File: src/rtl/pipeline_ctrl_if.sv
// Pipeline hazard/redirect control bus between the datapath and pipeline_ctrl.
interface pipeline_ctrl_if;
  logic [4:0]  id_rs1_addr;
  logic [4:0]  id_rs2_addr;
  logic        id_uses_rs1;
  logic        id_uses_rs2;
  logic        ex_is_load;
  logic [4:0]  ex_rd;
  logic        ex_div_instr;
  logic        div_busy;
  logic        div_finished;
  logic        branch_taken;
  logic [31:0] branch_target;
  logic        trap_req;
  logic [31:0] trap_pc;
  logic        halt_req;
  logic        stall_if;
  logic        stall_id;
  logic        stall_ex;
  logic        bubble_ex;
  logic        flush_if_id;
  logic        flush_id_ex;
  logic        pc_redirect;
  logic [31:0] redirect_pc;
  logic        halted;
  logic [31:0] stall_cycles;

  // Datapath side: reports hazards/events, consumes stall/flush/redirect controls.
  modport master (
    output id_rs1_addr, id_rs2_addr, id_uses_rs1, id_uses_rs2,
           ex_is_load, ex_rd, ex_div_instr, div_busy, div_finished,
           branch_taken, branch_target, trap_req, trap_pc, halt_req,
    input  stall_if, stall_id, stall_ex, bubble_ex, flush_if_id, flush_id_ex,
           pc_redirect, redirect_pc, halted, stall_cycles
  );

  // Controller side.
  modport slave (
    input  id_rs1_addr, id_rs2_addr, id_uses_rs1, id_uses_rs2,
           ex_is_load, ex_rd, ex_div_instr, div_busy, div_finished,
           branch_taken, branch_target, trap_req, trap_pc, halt_req,
    output stall_if, stall_id, stall_ex, bubble_ex, flush_if_id, flush_id_ex,
           pc_redirect, redirect_pc, halted, stall_cycles
  );
endinterface

File: src/rtl/pipeline_ctrl.sv
// Pipeline controller: load-use interlock, divider wait, branch/trap redirect
// with one-cycle flush, halt, and a stall-cycle performance counter.
module pipeline_ctrl (
  input  logic              clk,
  input  logic              reset,
  pipeline_ctrl_if.slave    bus
);
  typedef enum logic [1:0] {RUN, DIV_WAIT, REDIRECT, HALTED} state_t;

  state_t      state_q, state_d;
  logic [31:0] target_q, target_d;
  logic [31:0] cnt_q;
  logic        load_use;
  logic        s_if, s_id, s_ex, bub, f_ifid, f_idex, redir, hlt;

  // Load-use hazard; x0 is never a real dependency.
  assign load_use = bus.ex_is_load && (bus.ex_rd != 5'd0) &&
                    ((bus.id_uses_rs1 && (bus.ex_rd == bus.id_rs1_addr)) ||
                     (bus.id_uses_rs2 && (bus.ex_rd == bus.id_rs2_addr)));

  // Next-state, target capture and combinational control outputs.
  always_comb begin
    state_d  = state_q;
    target_d = target_q;
    s_if     = 1'b0;
    s_id     = 1'b0;
    s_ex     = 1'b0;
    bub      = 1'b0;
    f_ifid   = 1'b0;
    f_idex   = 1'b0;
    redir    = 1'b0;
    hlt      = 1'b0;
    case (state_q)
      RUN: begin
        if (bus.trap_req) begin
          target_d = bus.trap_pc;
          state_d  = REDIRECT;
        end else if (bus.branch_taken) begin
          target_d = bus.branch_target;
          state_d  = REDIRECT;
        end else if (bus.halt_req) begin
          state_d = HALTED;
        end else if (bus.ex_div_instr && !bus.div_finished) begin
          s_if    = 1'b1;
          s_id    = 1'b1;
          s_ex    = 1'b1;
          state_d = DIV_WAIT;
        end else if (load_use) begin
          s_if = 1'b1;
          s_id = 1'b1;
          bub  = 1'b1;
        end
      end
      DIV_WAIT: begin
        // A trap abandons the divide; the trapped instruction is squashed.
        if (bus.trap_req) begin
          target_d = bus.trap_pc;
          state_d  = REDIRECT;
        end else if (!bus.div_finished) begin
          s_if = 1'b1;
          s_id = 1'b1;
          s_ex = 1'b1;
        end else begin
          state_d = RUN;
        end
      end
      REDIRECT: begin
        redir  = 1'b1;
        f_ifid = 1'b1;
        f_idex = 1'b1;
        // Younger branch/halt/load-use are wrong-path; only a trap wins.
        if (bus.trap_req) target_d = bus.trap_pc;
        else              state_d  = RUN;
      end
      HALTED: begin
        hlt  = 1'b1;
        s_if = 1'b1;
        s_id = 1'b1;
        s_ex = 1'b1;
      end
      default: state_d = RUN;
    endcase
    if (reset) begin
      state_d  = RUN;
      target_d = '0;
      s_if     = 1'b0;
      s_id     = 1'b0;
      s_ex     = 1'b0;
      bub      = 1'b0;
      f_ifid   = 1'b0;
      f_idex   = 1'b0;
      redir    = 1'b0;
      hlt      = 1'b0;
    end
  end

  // State, captured target and stall counter (counter wraps naturally).
  always_ff @(posedge clk) begin
    state_q  <= state_d;
    target_q <= target_d;
    if (reset)     cnt_q <= '0;
    else if (s_if) cnt_q <= cnt_q + 32'd1;
  end

  assign bus.stall_if     = s_if;
  assign bus.stall_id     = s_id;
  assign bus.stall_ex     = s_ex;
  assign bus.bubble_ex    = bub;
  assign bus.flush_if_id  = f_ifid;
  assign bus.flush_id_ex  = f_idex;
  assign bus.pc_redirect  = redir;
  assign bus.halted       = hlt;
  assign bus.redirect_pc  = reset ? 32'd0 : target_q;
  assign bus.stall_cycles = reset ? 32'd0 : cnt_q;

  // div_busy is informational; the divide wait is keyed on div_finished.
  logic unused_ok;
  assign unused_ok = bus.div_busy;
endmodule

File: src/flat_wrapper.sv
// flat-port wrapper written by rule: the top's interface ports become plain ports
module pipeline_ctrl_flat 
  (clk, reset, bus_id_rs1_addr, bus_id_rs2_addr, bus_id_uses_rs1, bus_id_uses_rs2, bus_ex_is_load, bus_ex_rd, bus_ex_div_instr, bus_div_busy, bus_div_finished, bus_branch_taken, bus_branch_target, bus_trap_req, bus_trap_pc, bus_halt_req, bus_stall_if, bus_stall_id, bus_stall_ex, bus_bubble_ex, bus_flush_if_id, bus_flush_id_ex, bus_pc_redirect, bus_redirect_pc, bus_halted, bus_stall_cycles);
  pipeline_ctrl_if bus_i ();
  input  logic clk;
  input  logic reset;
  input wire logic [$bits(bus_i.id_rs1_addr)-1:0] bus_id_rs1_addr;
  input wire logic [$bits(bus_i.id_rs2_addr)-1:0] bus_id_rs2_addr;
  input wire logic [$bits(bus_i.id_uses_rs1)-1:0] bus_id_uses_rs1;
  input wire logic [$bits(bus_i.id_uses_rs2)-1:0] bus_id_uses_rs2;
  input wire logic [$bits(bus_i.ex_is_load)-1:0] bus_ex_is_load;
  input wire logic [$bits(bus_i.ex_rd)-1:0] bus_ex_rd;
  input wire logic [$bits(bus_i.ex_div_instr)-1:0] bus_ex_div_instr;
  input wire logic [$bits(bus_i.div_busy)-1:0] bus_div_busy;
  input wire logic [$bits(bus_i.div_finished)-1:0] bus_div_finished;
  input wire logic [$bits(bus_i.branch_taken)-1:0] bus_branch_taken;
  input wire logic [$bits(bus_i.branch_target)-1:0] bus_branch_target;
  input wire logic [$bits(bus_i.trap_req)-1:0] bus_trap_req;
  input wire logic [$bits(bus_i.trap_pc)-1:0] bus_trap_pc;
  input wire logic [$bits(bus_i.halt_req)-1:0] bus_halt_req;
  output wire logic [$bits(bus_i.stall_if)-1:0] bus_stall_if;
  output wire logic [$bits(bus_i.stall_id)-1:0] bus_stall_id;
  output wire logic [$bits(bus_i.stall_ex)-1:0] bus_stall_ex;
  output wire logic [$bits(bus_i.bubble_ex)-1:0] bus_bubble_ex;
  output wire logic [$bits(bus_i.flush_if_id)-1:0] bus_flush_if_id;
  output wire logic [$bits(bus_i.flush_id_ex)-1:0] bus_flush_id_ex;
  output wire logic [$bits(bus_i.pc_redirect)-1:0] bus_pc_redirect;
  output wire logic [$bits(bus_i.redirect_pc)-1:0] bus_redirect_pc;
  output wire logic [$bits(bus_i.halted)-1:0] bus_halted;
  output wire logic [$bits(bus_i.stall_cycles)-1:0] bus_stall_cycles;
  assign bus_i.id_rs1_addr = bus_id_rs1_addr;
  assign bus_i.id_rs2_addr = bus_id_rs2_addr;
  assign bus_i.id_uses_rs1 = bus_id_uses_rs1;
  assign bus_i.id_uses_rs2 = bus_id_uses_rs2;
  assign bus_i.ex_is_load = bus_ex_is_load;
  assign bus_i.ex_rd = bus_ex_rd;
  assign bus_i.ex_div_instr = bus_ex_div_instr;
  assign bus_i.div_busy = bus_div_busy;
  assign bus_i.div_finished = bus_div_finished;
  assign bus_i.branch_taken = bus_branch_taken;
  assign bus_i.branch_target = bus_branch_target;
  assign bus_i.trap_req = bus_trap_req;
  assign bus_i.trap_pc = bus_trap_pc;
  assign bus_i.halt_req = bus_halt_req;
  assign bus_stall_if = bus_i.stall_if;
  assign bus_stall_id = bus_i.stall_id;
  assign bus_stall_ex = bus_i.stall_ex;
  assign bus_bubble_ex = bus_i.bubble_ex;
  assign bus_flush_if_id = bus_i.flush_if_id;
  assign bus_flush_id_ex = bus_i.flush_id_ex;
  assign bus_pc_redirect = bus_i.pc_redirect;
  assign bus_redirect_pc = bus_i.redirect_pc;
  assign bus_halted = bus_i.halted;
  assign bus_stall_cycles = bus_i.stall_cycles;
  pipeline_ctrl u_core (.clk(clk), .reset(reset), .bus(bus_i));
endmodule
File: config.mk
export PLATFORM = sky130hd
export DESIGN_NAME = pipeline_ctrl_flat
export DESIGN_NICKNAME = d
export VERILOG_FILES = /design/src/rtl/pipeline_ctrl_if.sv /design/src/rtl/pipeline_ctrl.sv /design/src/flat_wrapper.sv
export SDC_FILE = /design/constraint.sdc
export NUM_CORES = 1
export LEC_CHECK = 0
export BUFFER_PORTS_ARGS = -buffer_cell sky130_fd_sc_hd__buf_4
export CAP_MARGIN = 20
export CORE_MARGIN = 2
export CORE_UTILIZATION = 45
export DETAILED_ROUTE_END_ITERATION = 10
export PLACE_DENSITY = 0.76
export SLEW_MARGIN = 20
export SYNTH_ARGS = -nofsm -noshare
export SYNTH_HDL_FRONTEND = slang
export SYNTH_SLANG_ARGS = --single-unit
File: constraint.sdc
create_clock -name clk -period 10.8 [get_ports clk]
set_clock_uncertainty 0.2 [all_clocks]
set_input_delay 3.24 -clock clk [delete_from_list [all_inputs] [get_ports clk]]
set_output_delay 3.24 -clock clk [all_outputs]
set_load 0.005 [all_outputs]
==> results.md <==
- Status: complete, no violations
- Design Power: 810 uW
- First-pass GRT wire length: 16300 um
- Finished Core Util: 63.5%
- Reg-to-reg startpoint: u_core.state_q[0]
- Starting density of the core: 46.6%
- GRT Util Overall: 21.9%
- Clock Sinks: 66
- Setup Buffers After CTS: 0
- N_diodes: 0
- Period minus WS final: 8340 ps
- Post-route ant nets: 0
- Cell Chain, Critical Path: buf_4 -> or4_1 -> o21a_1 -> a31oi_2 -> buf_4 -> nor2_1 -> buf_4
- Lkg Pwr: 2.19 nW
- Row count: 33
- Fillers: 747
- Max-cap violations: 0
- Largest net degree at the start of global routing: 105
- CTS Hold Buffers Added: 0
- Netlist cell types: 43
- Largest family of logic cells by synthesized area: simple AND/OR/NAND/NOR gates
- Xor-xnor portion of the synthesized cell area: 2.50%
- Mux share of post-synthesis cell area: 2.01%
- FF-to-FF path depth: 8
- CTS H-tree depth: 3
- Worst hold endpoint: u_core.cnt_q[24]
- Via count: 3994
- Longest Clk Path Bufs: 2
- EDFF count, synth: 0
- Nets: 727
- Dpl cell area: 5020 um2
- Mapped Area: 3850 um2
- CTS tree: done
- GRT overflow: 0
- Crit-path max FO: 39
- Max Freq: 0.120 GHz
- Critical Path AT: 4900 ps
- Routed wire length: 10200 um
- Area added between synthesis and finish: 36.1%
- Die X: 96.5 um
- Reg2Reg Capture Point: u_core.target_q[5]
- Yosys warnings: 0
- Finished Cell Area: 5240 um2
- Share of cells above drive strength 1: 30.1%
- Layout Cells excl Fill: 742
- Worst hold stages: 2
- Top_reg_cell synth: dfxtp_1
- Final Max Tran Viols: 0
- Crit path kind: primary input to output pin
- Die Y: 96.5 um
- Fraction of registers with async set or reset after synthesis: 0%
- Vias in the first global route: 3608
- Placed cells: 726
- Clock Tree Root: clkbuf_8
- Clock-pin slew on the worst setup and hold paths: 70 ps
- DP Wirelength: 7430 um
- Slew @ Worst Pin: 1000 ps
- Register area share after synthesis: 34.3%
- Final hold violation count: 0
- Hold path startpoint: u_core.cnt_q[24]
- Num ports: 162
- PortBufs: 160
- Synth Net Count: 595
- CP max-delay cell: or4_1
- Die area: 9310 um2
- Synth Register Bits: 66
- RSZ-0062 raised after global routing: false
- Core area: 8260 um2
- Sum Neg Setup Slack: 0 ps
- Drt pass-1 iters: 4
- DR iter-0 viols: 130
- Post-Synth Adder-Cell Area: 1.62%
- Synth Area in Compound Gates: 21.3%
- Syn Area/Cell: 7.70 um2
- CTS resizes: 0
- Clk_lat worst skew: 330 ps
- Slew headroom: 33.1%
- RePlAce Congestion: 0.820
- Reg2reg setup slack: 7990 ps
- Cts bufs inserted: 9
- Cell count after synthesis: 500
- Simple logic cell fraction of the synthesized area: 32.2%
- Power per Cell Area: 154 nW/um2
- Most common cell after layout, fill and taps aside: buf_4
- Vias per cell: 5.38
- CP endpoint kind: output pin
- Most used cell, CP: buf_4
- Tcrit/Tclk final: 77.2%
- Initial antenna violation count: 0
- CP Launch Type: primary input
- Min-Delay Path Class: flip-flop to flip-flop
- DR WL/cell: 13.7 um
- Final setup fails: 0
- Worst vdd ir: 0.000101 V
- DR DRC count: 0
- Commonest cells after routing, fill and taps aside: buf_4 (164), dfxtp_1 (66), nor2b_1 (63)
- CP max stage delay: 530 ps
- Worst Path Required: 7360 ps
[metal layers]
| metal | wire length (um) | part of all wire [%] | up-vias | track usage (%) |
|---|---|---|---|---|
| met3 | 917 | 9.0 | 11 | 7.68 |
| met2 | 4820 | 47 | 126 | 36.3 |
| li1 | - | - | 2047 | - |
| met1 | 4330 | 42 | 1810 | 26.6 |
| met4 | 124 | 1.2 | 0 | 7.16 |
| met5 | 0 | 0 | - | 0 |
[worst max path at each step]
stage                       startpoint            to  slack, ps  cells after the start
after floorplan           bus_ex_rd[0]  bus_stall_if       2690                      7
after global placement    bus_ex_rd[0]  bus_stall_id       2510                      7
after detailed placement  bus_ex_rd[0]  bus_stall_if       2470                      7
after CTS                 bus_ex_rd[0]  bus_stall_if       2460                      7
after global routing      bus_ex_rd[0]  bus_stall_id       2360                      7
final                     bus_ex_rd[0]  bus_stall_id       2460                      7
[area by class of cell]
cell class	instances	area (um2)	area share (%)
inverter	9	33.8	0.644
clock inverter	5	77.6	1.48
timing repair buffer	164	1230	23.5
tap	105	131	2.51
sequential	66	1320	25.2
clock buffer	11	141	2.70
multi-input combinational	382	2310	44.0
[kinds of logic (layout without fill, tap and decap cells)]
family | Yosys count | count (layout)
multiplexers | 7 | 7
AND/OR/NAND/NOR | 235 | 235
adder cells (fa/ha/maj) | 5 | 5
buffers and inverters | 52 | 189
XOR/XNOR | 11 | 11
AO/OA/AOI/OAI | 124 | 124
flip-flops | 66 | 66
[metrics by stage]
stage                     worst slack (ps)  hold WS (ps)
after detailed placement              2470           268
after global placement                2510           259
final                                 2460           284
after CTS                             2460           280
after global routing                  2360           308
after floorplan                       2690           247
[synthesized netlist by cell type, types with 2 or more instances]
library cell	number	area, um2
mux2_2	6	67.6
o41ai_1	2	17.5
a21oi_1	25	125
or4b_1	2	20.0
o21ai_0	47	235
o31ai_1	11	82.6
nor2_1	53	199
or4_1	14	105
nand4_1	9	56.3
buf_6	2	22.5
nand2_1	46	173
nor2b_1	63	394
clkbuf_1	33	124
xnor2_1	10	87.6
dfxtp_1	66	1320
or3_1	10	62.6
buf_4	6	45.0
nor3_1	7	35.0
inv_1	9	33.8
ha_1	5	62.6
nand2b_1	2	12.5
a311oi_1	32	280
and3_1	7	43.8
nand3_1	14	70.1
[sequential cells by signal, indices dropped and copies added (netlist names)]
register         cells
u_core.state_q       2
u_core.target_q     32
u_core.cnt_q        32
[worst max-delay path: cells and delay by family]
kind | cells | cell delay [ps]
AND/OR/NAND/NOR | 2 | 630
buffers and inverters | 3 | 620
AO/OA/AOI/OAI | 2 | 390
[report_power, final]
part           leakage [nW]  internal, mW  switching (mW)
logic                  1.54         0.123           0.150
clock network         0.109         0.136          0.0928
registers             0.540         0.288          0.0202
Note: power is estimated with default switching activity, not from simulation.
